File: src/rtl/mem_access_ctrl_pkg.sv
// Shared types for the memory-stage controller: access sizes, FSM states, lane helpers.
// Misalignment trapping is built in when MEM_MISALIGN_TRAP_EN is defined.
package mem_access_ctrl_pkg;

  typedef logic [63:0] u64;
  typedef logic [7:0]  u8;
  typedef logic [2:0]  u3;

  typedef enum logic [1:0] {
    MSIZE1 = 2'd0,
    MSIZE2 = 2'd1,
    MSIZE4 = 2'd2,
    MSIZE8 = 2'd3
  } msize_t;

  typedef enum logic [1:0] {
    IDLE = 2'd0,
    REQ  = 2'd1,
    WAIT = 2'd2,
    DONE = 2'd3
  } mem_ctrl_state_t;

  function automatic u8 size_mask(msize_t s);
    case (s)
      MSIZE1:  return 8'h01;
      MSIZE2:  return 8'h03;
      MSIZE4:  return 8'h0F;
      default: return 8'hFF;
    endcase
  endfunction

  // Natural alignment: the offset bits covered by the access size must be zero.
  function automatic logic is_misaligned(u3 off, msize_t s);
    case (s)
      MSIZE2:  return off[0] != 1'b0;
      MSIZE4:  return off[1:0] != 2'b00;
      MSIZE8:  return off != 3'b000;
      default: return 1'b0;
    endcase
  endfunction

endpackage

File: src/rtl/mem_access_ctrl_if.sv
// Pipeline-side and bus-side signals of the memory-stage controller.
// master = the controller itself, slave = the pipeline/bus environment.
interface mem_access_ctrl_if
  import mem_access_ctrl_pkg::*;
#(
  parameter int ADDR_W = 64
);
  logic              req_valid;
  logic              req_write;
  logic [ADDR_W-1:0] req_addr;
  msize_t            req_msize;
  logic              req_unsigned;
  u64                req_wdata;
  logic              req_ready;

  logic              resp_valid;
  u64                resp_rdata;
  logic              resp_err;
  logic              resp_ack;
  logic              stall;

  logic              dreq_valid;
  logic [ADDR_W-1:0] dreq_addr;
  msize_t            dreq_size;
  u8                 dreq_strobe;
  u64                dreq_data;

  logic              dresp_addr_ok;
  logic              dresp_data_ok;
  u64                dresp_data;

  modport master (
    input  req_valid, req_write, req_addr, req_msize, req_unsigned, req_wdata,
    input  resp_ack, dresp_addr_ok, dresp_data_ok, dresp_data,
    output req_ready, resp_valid, resp_rdata, resp_err, stall,
    output dreq_valid, dreq_addr, dreq_size, dreq_strobe, dreq_data
  );

  modport slave (
    output req_valid, req_write, req_addr, req_msize, req_unsigned, req_wdata,
    output resp_ack, dresp_addr_ok, dresp_data_ok, dresp_data,
    input  req_ready, resp_valid, resp_rdata, resp_err, stall,
    input  dreq_valid, dreq_addr, dreq_size, dreq_strobe, dreq_data
  );

endinterface

File: src/rtl/mem_access_ctrl_lane_align.sv
// Byte-lane steering: store strobe/data shifted into the 8-byte bus word, and
// load data pulled down from its lane and sign- or zero-extended.
module mem_lane_align
  import mem_access_ctrl_pkg::*;
(
  input  u3      off_i,
  input  msize_t size_i,
  input  logic   unsigned_i,
  input  u64     wdata_i,
  input  u64     raw_i,
  output u8      strobe_o,
  output u64     sdata_o,
  output u64     ldata_o
);

  u64 lane;

  assign strobe_o = size_mask(size_i) << off_i;
  assign sdata_o  = wdata_i << {off_i, 3'b000};
  assign lane     = raw_i >> {off_i, 3'b000};

  always_comb begin
    ldata_o = lane;
    case (size_i)
      MSIZE1:  ldata_o = unsigned_i ? 64'(lane[7:0])  : 64'(signed'(lane[7:0]));
      MSIZE2:  ldata_o = unsigned_i ? 64'(lane[15:0]) : 64'(signed'(lane[15:0]));
      MSIZE4:  ldata_o = unsigned_i ? 64'(lane[31:0]) : 64'(signed'(lane[31:0]));
      default: ldata_o = lane;
    endcase
  end

endmodule

File: src/rtl/mem_access_ctrl.sv
// Memory-stage controller: one load/store at a time, IDLE -> REQ -> WAIT -> DONE.
// Define MEM_MISALIGN_TRAP_EN to trap misaligned ops without touching the bus.
module mem_access_ctrl
  import mem_access_ctrl_pkg::*;
#(
  parameter int ADDR_W = 64,
  parameter int DATA_W = 64
)(
  input  logic              clk,
  input  logic              resetn,
  mem_access_ctrl_if.master bus
);

  mem_ctrl_state_t   state_q, state_d;
  logic [ADDR_W-1:0] addr_q, addr_d;
  msize_t            size_q, size_d;
  logic              uns_q, uns_d;
  logic              write_q, write_d;
  logic [DATA_W-1:0] wdata_q, wdata_d;
  logic [DATA_W-1:0] rdata_q, rdata_d;

  logic accept, capture, trap;
  u8    strb;
  u64   sdata, ldata;

  assign accept  = (state_q == IDLE) && bus.req_valid;
  assign capture = ((state_q == REQ) && bus.dresp_addr_ok && bus.dresp_data_ok) ||
                   ((state_q == WAIT) && bus.dresp_data_ok);

`ifdef MEM_MISALIGN_TRAP_EN
  logic err_q;

  assign trap = is_misaligned(bus.req_addr[2:0], bus.req_msize);

  always_ff @(posedge clk or negedge resetn) begin
    if (!resetn)     err_q <= 1'b0;
    else if (accept) err_q <= trap;
  end

  assign bus.resp_err = (state_q == DONE) && err_q;
`else
  assign trap         = 1'b0;
  assign bus.resp_err = 1'b0;
`endif

  mem_lane_align u_align (
    .off_i      (addr_q[2:0]),
    .size_i     (size_q),
    .unsigned_i (uns_q),
    .wdata_i    (wdata_q),
    .raw_i      (bus.dresp_data),
    .strobe_o   (strb),
    .sdata_o    (sdata),
    .ldata_o    (ldata)
  );

  always_ff @(posedge clk or negedge resetn) begin
    if (!resetn) state_q <= IDLE;
    else         state_q <= state_d;
  end

  always_comb begin
    state_d = state_q;
    case (state_q)
      IDLE: if (bus.req_valid) state_d = trap ? DONE : REQ;
      REQ: begin
        if (bus.dresp_addr_ok && bus.dresp_data_ok) state_d = DONE;
        else if (bus.dresp_addr_ok)                 state_d = WAIT;
      end
      WAIT:    if (bus.dresp_data_ok) state_d = DONE;
      DONE:    if (bus.resp_ack)      state_d = IDLE;
      default: state_d = IDLE;
    endcase
  end

  always_comb begin
    bus.req_ready  = 1'b0;
    bus.stall      = 1'b0;
    bus.dreq_valid = 1'b0;
    bus.resp_valid = 1'b0;
    case (state_q)
      IDLE: begin
        bus.req_ready = 1'b1;
        bus.stall     = bus.req_valid;
      end
      REQ: begin
        bus.dreq_valid = 1'b1;
        bus.stall      = 1'b1;
      end
      WAIT: bus.stall = 1'b1;
      DONE: begin
        bus.resp_valid = 1'b1;
        bus.stall      = ~bus.resp_ack;
      end
      default: ;
    endcase
  end

  // Bus-facing fields come only from the latched op so they hold still until addr_ok.
  assign bus.dreq_addr   = addr_q;
  assign bus.dreq_size   = size_q;
  assign bus.dreq_strobe = write_q ? strb  : 8'h00;
  assign bus.dreq_data   = write_q ? sdata : '0;
  assign bus.resp_rdata  = (state_q == DONE) ? rdata_q : '0;

  always_comb begin
    addr_d  = addr_q;
    size_d  = size_q;
    uns_d   = uns_q;
    write_d = write_q;
    wdata_d = wdata_q;
    rdata_d = rdata_q;
    if (accept) begin
      addr_d  = bus.req_addr;
      size_d  = bus.req_msize;
      uns_d   = bus.req_unsigned;
      write_d = bus.req_write;
      wdata_d = bus.req_wdata;
      rdata_d = '0;
    end
    if (capture) rdata_d = write_q ? '0 : ldata;
  end

  always_ff @(posedge clk or negedge resetn) begin
    if (!resetn) begin
      addr_q  <= '0;
      size_q  <= MSIZE1;
      uns_q   <= 1'b0;
      write_q <= 1'b0;
      wdata_q <= '0;
      rdata_q <= '0;
    end else begin
      addr_q  <= addr_d;
      size_q  <= size_d;
      uns_q   <= uns_d;
      write_q <= write_d;
      wdata_q <= wdata_d;
      rdata_q <= rdata_d;
    end
  end

endmodule

File: src/flat_wrapper.sv
// flat-port wrapper written by rule: the top's interface ports become plain ports
module mem_access_ctrl_flat import mem_access_ctrl_pkg::*;
#(
  parameter int ADDR_W = 64,
  parameter int DATA_W = 64
)
  (clk, resetn, bus_req_valid, bus_req_write, bus_req_addr, bus_req_msize, bus_req_unsigned, bus_req_wdata, bus_resp_ack, bus_dresp_addr_ok, bus_dresp_data_ok, bus_dresp_data, bus_req_ready, bus_resp_valid, bus_resp_rdata, bus_resp_err, bus_stall, bus_dreq_valid, bus_dreq_addr, bus_dreq_size, bus_dreq_strobe, bus_dreq_data);
  mem_access_ctrl_if #(.ADDR_W(ADDR_W)) bus_i ();
  input  logic clk;
  input  logic resetn;
  input wire logic [$bits(bus_i.req_valid)-1:0] bus_req_valid;
  input wire logic [$bits(bus_i.req_write)-1:0] bus_req_write;
  input wire logic [$bits(bus_i.req_addr)-1:0] bus_req_addr;
  input wire logic [$bits(bus_i.req_msize)-1:0] bus_req_msize;
  input wire logic [$bits(bus_i.req_unsigned)-1:0] bus_req_unsigned;
  input wire logic [$bits(bus_i.req_wdata)-1:0] bus_req_wdata;
  input wire logic [$bits(bus_i.resp_ack)-1:0] bus_resp_ack;
  input wire logic [$bits(bus_i.dresp_addr_ok)-1:0] bus_dresp_addr_ok;
  input wire logic [$bits(bus_i.dresp_data_ok)-1:0] bus_dresp_data_ok;
  input wire logic [$bits(bus_i.dresp_data)-1:0] bus_dresp_data;
  output wire logic [$bits(bus_i.req_ready)-1:0] bus_req_ready;
  output wire logic [$bits(bus_i.resp_valid)-1:0] bus_resp_valid;
  output wire logic [$bits(bus_i.resp_rdata)-1:0] bus_resp_rdata;
  output wire logic [$bits(bus_i.resp_err)-1:0] bus_resp_err;
  output wire logic [$bits(bus_i.stall)-1:0] bus_stall;
  output wire logic [$bits(bus_i.dreq_valid)-1:0] bus_dreq_valid;
  output wire logic [$bits(bus_i.dreq_addr)-1:0] bus_dreq_addr;
  output wire logic [$bits(bus_i.dreq_size)-1:0] bus_dreq_size;
  output wire logic [$bits(bus_i.dreq_strobe)-1:0] bus_dreq_strobe;
  output wire logic [$bits(bus_i.dreq_data)-1:0] bus_dreq_data;
  assign bus_i.req_valid = bus_req_valid;
  assign bus_i.req_write = bus_req_write;
  assign bus_i.req_addr = bus_req_addr;
  assign bus_i.req_msize = bus_req_msize;
  assign bus_i.req_unsigned = bus_req_unsigned;
  assign bus_i.req_wdata = bus_req_wdata;
  assign bus_i.resp_ack = bus_resp_ack;
  assign bus_i.dresp_addr_ok = bus_dresp_addr_ok;
  assign bus_i.dresp_data_ok = bus_dresp_data_ok;
  assign bus_i.dresp_data = bus_dresp_data;
  assign bus_req_ready = bus_i.req_ready;
  assign bus_resp_valid = bus_i.resp_valid;
  assign bus_resp_rdata = bus_i.resp_rdata;
  assign bus_resp_err = bus_i.resp_err;
  assign bus_stall = bus_i.stall;
  assign bus_dreq_valid = bus_i.dreq_valid;
  assign bus_dreq_addr = bus_i.dreq_addr;
  assign bus_dreq_size = bus_i.dreq_size;
  assign bus_dreq_strobe = bus_i.dreq_strobe;
  assign bus_dreq_data = bus_i.dreq_data;
  mem_access_ctrl #(.ADDR_W(ADDR_W), .DATA_W(DATA_W)) u_core (.clk(clk), .resetn(resetn), .bus(bus_i));
endmodule
File: config.mk
export PLATFORM = sky130hd
export DESIGN_NAME = mem_access_ctrl_flat
export DESIGN_NICKNAME = d
export VERILOG_FILES = /design/src/rtl/mem_access_ctrl_pkg.sv /design/src/rtl/mem_access_ctrl_if.sv /design/src/rtl/mem_access_ctrl_lane_align.sv /design/src/rtl/mem_access_ctrl.sv /design/src/flat_wrapper.sv
export SDC_FILE = /design/constraint.sdc
export NUM_CORES = 1
export LEC_CHECK = 0
export CORE_ASPECT_RATIO = 1.4
export CORE_MARGIN = 2
export CORE_UTILIZATION = 40
export DETAILED_ROUTE_END_ITERATION = 6
export GPL_TIMING_DRIVEN = 0
export PLACE_DENSITY = 0.83
export SYNTH_ARGS = -nofsm -noshare
export SYNTH_HDL_FRONTEND = slang
export SYNTH_SLANG_ARGS = --single-unit
File: constraint.sdc
create_clock -name clk -period 2.42 [get_ports clk]
set_input_delay 0.484 -clock clk [delete_from_list [all_inputs] [get_ports clk]]
set_output_delay 0.484 -clock clk [all_outputs]
set_load 0.005 [all_outputs]
[After elaboration in Yosys (flattened, before gate mapping)]
Cells that the tools add are included.
Cells by class
  bitwise operators: 1
  shift-type cells: 3
  multiplexer cells: 21
  reductions and logical operators: 11
  equal/unequal tests: 9
Operators with widths (count)
  2-to-1 mux 64 bit: 8
  one-hot mux 64 bit (3 select lines): 1
  left shift 64 x 6 -> 64 bit: 1
  right shift 64 x 6 -> 64 bit: 1
  one-hot mux 8 bit (3 select lines): 1
  2-to-1 mux 2 bit: 5
  2-to-1 mux 8 bit: 1
  one-hot mux 2 bit (4 select lines): 1
  left shift 8 x 3 -> 8 bit: 1
  == test 2 bit (second input constant): 3
  != test 2 bit (second input constant): 3
  logical AND 1 bit: 5
  == test 2 x 1 -> 1 bit (second input constant): 2
  zero test 2 bit: 2
  AND reduction 4 bit: 1
  2-to-1 mux 1 bit: 3
  != test 3 bit (second input constant): 1
  one-hot mux 1 bit (3 select lines): 1
  nonzero test 2 bit: 1
  OR reduction 2 bit: 1
  logical OR 1 bit: 1
  NOT 1 bit: 1
Storage, ports and cells
  register bits after elaboration: 198
  output and inout bits: 207
  input bits: 202

[Depth between registers and ports, before layout]
  depth after elaboration: 5
  depth in mapped cells: 9

[Modules after synthesis]
A second synthesis with hierarchy kept.
Unflattened totals
  cell total of the unflattened synthesis: 1198
  area total of the unflattened synthesis: 12713.4 um^2
Modules (own cells, without submodules)
  mem_access_ctrl: times used 1, area each 8323.0 um^2, cells an instance 598
  mem_lane_align: times used 1, area each 4390.5 um^2, cells an instance 600

[Least setup slack after synthesis]
Ideal clock, no wire load.
  path kind: register -> output
  start point: reg u_core.addr_q[1], in the netlist u_core.bus.dreq_addr[1]
  end point: out bus_dreq_data[48]
  cell stages (with the launch flop): 10
  slack: 0.189 ns
  data arrival time: 1.747 ns
  cell sequence: dfrtp_1 > buf_2 > buf_2 > nor2b_1 > clkbuf_1 > clkbuf_1 > nand2_1 > o21ai_0 > mux2i_1 > nor2b_1
On the way
  word-level cells in the longest chain between the ends: 2
Ends and longest elaborated chain
  from (decl): line mem_access_ctrl.sv:15  | logic [ADDR_W-1:0] addr_q, addr_d;
  from (signal assigned): line mem_access_ctrl.sv:133  | addr_q <= addr_d;
  left shift 64 x 6 -> 64 bit: line mem_access_ctrl_lane_align.sv:19  | assign sdata_o = wdata_i << {off_i, 3'b000};
  2-to-1 mux 64 bit: line mem_access_ctrl.sv:103  | assign bus.dreq_data = write_q ? sdata : '0;
  to (decl): line flat_wrapper.sv:30  | output wire logic [$bits(bus_i.dreq_data)-1:0] bus_dreq_data;
Every way passes these cells.

[Worst setup path in the final report]
  start point: reg u_core.addr_q[0], in the netlist u_core.bus.dreq_addr[0]
  end point: out bus_dreq_data[55]
The elaborated chain is that of the path after synthesis.

==> results.txt <==
Clock skew on the completed layout was measured at 0.0143 ns. The flow ran to the end, but the final reports show violations. The tools report the placement-stage cell area as 0.0162 sq mm. After routing the design area is 0.0185 sq mm. Measured against its own limit, the worst slew margin works out to 44.6%.

The die is 148 um wide. The fraction of layout cells with a size suffix above 1 came out at 36.7%. The number of global-route vias before repair is 11800.

The commonest register cell after synthesis is sky130_fd_sc_hd__dfrtp_1. The logs give 40.8% for the initial core utilization and 0 for the total grt overflow. The worst setup path is launched from a register. The share of synthesized area in the top cell type comes to 42.6%. Share of flip-flops with an asynchronous set or reset: 100%.

The tools report the number of nets with antenna violations after routing as 0. After floorplanning, the core was sized to cover 0.0285 sq mm. After Yosys synthesis, full adders, half adders and majority gates account for 0.430% of the synthesized area. Setup slack of the most critical reg-to-reg path: 0.03 ns. The initial antenna violation count is 2, and the number of gates on the worst path with buffers counted is 10. The final-report max-slew violation count was 0. The checks that failed: setup timing. VDD sags by at most 0.000852 V. The die covers 0.0305 sq mm.

Largest delay contributor family on the critical path: buffers and inverters. Count of input and output buffers: 407. Simple-gate area share of the yosys netlist: 12.3%.

Max-cap violations in this run came to 0. The clock tree synthesis step divided the H-tree into 4 levels. In this run, the number of DRC markers left after iteration 0 of detailed routing was 773. STA puts the critical path data required time at 1.94 ns. By startpoint and endpoint, the worst setup path is classified as reg2out.

Summing the areas of all xor and xnor instances in the mapped netlist gives 0% of the synthesized area. TritonCTS built the clock tree. The number of flops mapped to enable cells by yosys is 0, and the vertical die dimension is 206 um. Setup repair after global routing could not meet its margin everywhere. After layout, the worst path uses 115% of the clock period. sky130_fd_sc_hd__dfrtp_1 is the most common cell in the netlist.

The cell taking the most area after synthesis is sky130_fd_sc_hd__dfrtp_1. The design draws 26.4 mW. By count the netlist is led by sky130_fd_sc_hd__dfrtp_1, sky130_fd_sc_hd__mux2_2, sky130_fd_sc_hd__nand2_1. Counting every sink on the clock net gives 198. Register clock-pin slew on the reported worst setup and hold paths: 0.07 ns.

The total length of routed wires is 49600 um, and the average footprint of a synthesized cell is 10.2 sq um. The net count after synthesis was 1342. The clock latency of the later-clocked register in the worst-skew pair is 0.47 ns. By area the synthesized netlist is led by sky130_fd_sc_hd__dfrtp_1, sky130_fd_sc_hd__mux2_2, sky130_fd_sc_hd__mux2i_1, sky130_fd_sc_hd__and2_1, sky130_fd_sc_hd__o21ai_0.

The total vias in the final route was 11300. The maximum buffer depth of the clock tree came out at 2. The post-synthesis instance area was 0.0116 sq mm. For the setup slack of the critical path after layout, the log shows -0.358 ns. For this run, the number of Yosys warnings is 0. The leakage power figure is 8.13 nW. The worst register-to-register path begins at u_core.bus.dreq_addr[0]$_DFFE_PN0P_. In the routed design, unresolved DRC markers number 0. For the pin with the worst max-slew slack, the measured transition is 0.830 ns.

In this run the worst path has a maximum fanout of 5. The tools report the cell at the root of the clock tree as sky130_fd_sc_hd__clkbuf_16. Following the worst setup path forward leads to its endpoint at bus_dreq_data[55]. Cells fill 64.8% of the core in the end. For the unique cell type count in the Yosys netlist, the log shows 46.

The post-synthesis register bit count was 198. For the worst flop-to-flop path, the logic depth is 8. Before antenna repair, the detailed router went through 6 iterations.

Dividing total power by cell area gives a power density of 1430 mW/mm^2. Compared with the post-synthesis result, the final layout area differs by 58.9%. The share of cell area taken by muxes after synthesis came out at 27.7%. The slowest stage of the critical path is the sky130_fd_sc_hd__dfrtp_2 cell. Using the TritonRoute via totals, the vias-per-cell ratio works out to 5.60. Traced cell by cell, the critical path runs through buf_4 > buf_16 > buf_12 > buf_12 > buf_4 > mux2i_1 > o21ai_1 > mux2i_1 > nor2b_1 > buf_2.

Global routing used 32.3% of the available tracks across all layers. The setup violation total in the final timing report is 58. Summing the areas of all compound-gate instances in the mapped netlist gives 13.0% of the synthesized area. STA puts the critical path data arrival time at 2.29 ns. After the last flow step, the layout net total stands at 1842.

The largest stage delay on the critical path was 0.46 ns; the placement row count was 73. The critical path contains buffers and inverters numbering 6 combined. The worst register-to-register path ends at u_core.rdata_q[49]$_DFFE_PN0P_.

409 I/O pins were placed. Dividing the detail-routed wire length by the instance count gives 24.5 um. In this run the worst hold path is classified as in2async. Routability-driven placement congestion ratio: 0.994. The clock period minus worst slack is 2.78 ns, and the hold violation total from the final report is 0. The run gives -1.18 ns as the pre-CTS setup slack. For the half-perimeter wire length of the detailed placement result, the log shows 36900 um. The tools report the category of the worst setup path capture point as an output pin.

The part of the Yosys area used for sequential elements is 42.6%, and the pin count of the biggest net entering global routing is 106. The wire length of the first global-routing pass came out at 73200 um. The largest family of logic cells by synthesized area is multiplexers.

TritonCTS created 17 clock buffers. In this run the worst setup path begins at u_core.bus.dreq_addr[0]$_DFFE_PN0P_. Synthesis handed over a netlist of 1136 instances.

The highest clock frequency the design can meet was 360 MHz.
[state kept, by name (all words and copies together) (netlist names)]
name and flops:
u_core.bus.dreq_addr 64, u_core.rdata_q 64, u_core.wdata_q 64, u_core.bus.dreq_size 2, u_core.state_q 2, u_core.uns_q 1, u_core.write_q 1
[placed cells by master, fill, tap and decap left out, types with 19 or more instances in the layout]
| cell type | synthesis | layout |
|---|---|---|
| sky130_fd_sc_hd__clkdlybuf4s50_1 | 0 | 269 |
| sky130_fd_sc_hd__dfrtp_1 | 198 | 194 |
| sky130_fd_sc_hd__mux2_2 | 179 | 169 |
| sky130_fd_sc_hd__nand2_1 | 115 | 104 |
| sky130_fd_sc_hd__mux2i_1 | 103 | 83 |
| sky130_fd_sc_hd__buf_2 | 20 | 71 |
| sky130_fd_sc_hd__and2_1 | 85 | 67 |
| sky130_fd_sc_hd__o21ai_0 | 99 | 64 |
| sky130_fd_sc_hd__buf_4 | 6 | 56 |
| sky130_fd_sc_hd__o21ai_1 | 35 | 47 |
| sky130_fd_sc_hd__buf_6 | 1 | 40 |
| sky130_fd_sc_hd__dlygate4sd2_1 | 0 | 35 |
| sky130_fd_sc_hd__clkbuf_2 | 0 | 31 |
| sky130_fd_sc_hd__o22ai_1 | 25 | 23 |
| sky130_fd_sc_hd__o21ai_2 | 0 | 21 |
| sky130_fd_sc_hd__clkbuf_16 | 0 | 20 |
| sky130_fd_sc_hd__nor2b_1 | 34 | 20 |
| sky130_fd_sc_hd__nor2_1 | 41 | 19 |
| sky130_fd_sc_hd__a21oi_1 | 30 | 19 |
[what timing repair did]
action,4_1_cts,5_1_grt
hold buffers,0,0
buffers inserted,45,40
setup endpoints to repair,272,182
cloned,7,1
pin swaps,51,40
resized for setup,684,165
[logic make-up (layout without fill, tap and decap cells)]
logic type               Yosys count  count (layout)
AO/OA/AOI/OAI                    248             248
adder cells (fa/ha/maj)            4               4
buffers and inverters            108             621
flip-flops                       198             198
multiplexers                     290             290
other                              1               2
AND/OR/NAND/NOR                  287             287
[worst min path at each step]
stage                                                end  slack [ns]
global placement          u_core.rdata_q[15]$_DFFE_PN0P_        0.46
floorplan            u_core.bus.dreq_addr[0]$_DFFE_PN0P_        0.19
CTS                 u_core.bus.dreq_addr[35]$_DFFE_PN0P_        0.06
global route        u_core.bus.dreq_addr[35]$_DFFE_PN0P_        0.09
detailed placement        u_core.rdata_q[42]$_DFFE_PN0P_        0.47
finish              u_core.bus.dreq_addr[35]$_DFFE_PN0P_        0.03
[per-layer routing]
| layer | track usage (%) | vias to the layer above | routed length [um] |
|---|---|---|---|
| met5 | 0 | - | 13 |
| met4 | 18.2 | 2 | 3190 |
| met2 | 56.0 | 619 | 24900 |
| li1 | - | 5044 | - |
| met3 | 5.76 | 162 | 3170 |
| met1 | 37.5 | 5504 | 18300 |
[report_power, final]
| part | internal [mW] | switching [mW] | leakage, nW |
|---|---|---|---|
| clock network | 1.48 | 1.40 | 0.279 |
| registers | 4.72 | 1.34 | 2.45 |
| logic | 8.89 | 8.54 | 5.40 |
| total | 15.1 | 11.3 | 8.13 |
[area by class of cell]
type,instances,area (sq um)
Tap cell,375,469
Sequential cell,198,4960
Buffer,89,822
Antenna cell,1,2.50
Clock inverter,13,134
Clock buffer,19,443
Multi-Input combinational cell,830,7040
Fill cell,2215,10000
Timing Repair Buffer,492,4570
Inverter,8,37.5
[metrics by stage]
step,cells,hold WS (ns),setup TNS (ns)
6_report,2025,0.0299,-11.22
5_1_grt,2025,0.0875,-15.37
4_1_cts,1997,0.0604,-18.62
3_5_place_dp,1919,0.469,-127.05
3_3_place_gp,1918,0.457,-1592.22
2_1_floorplan,1136,0.188,0
Power figures use the tool's default switching activity.
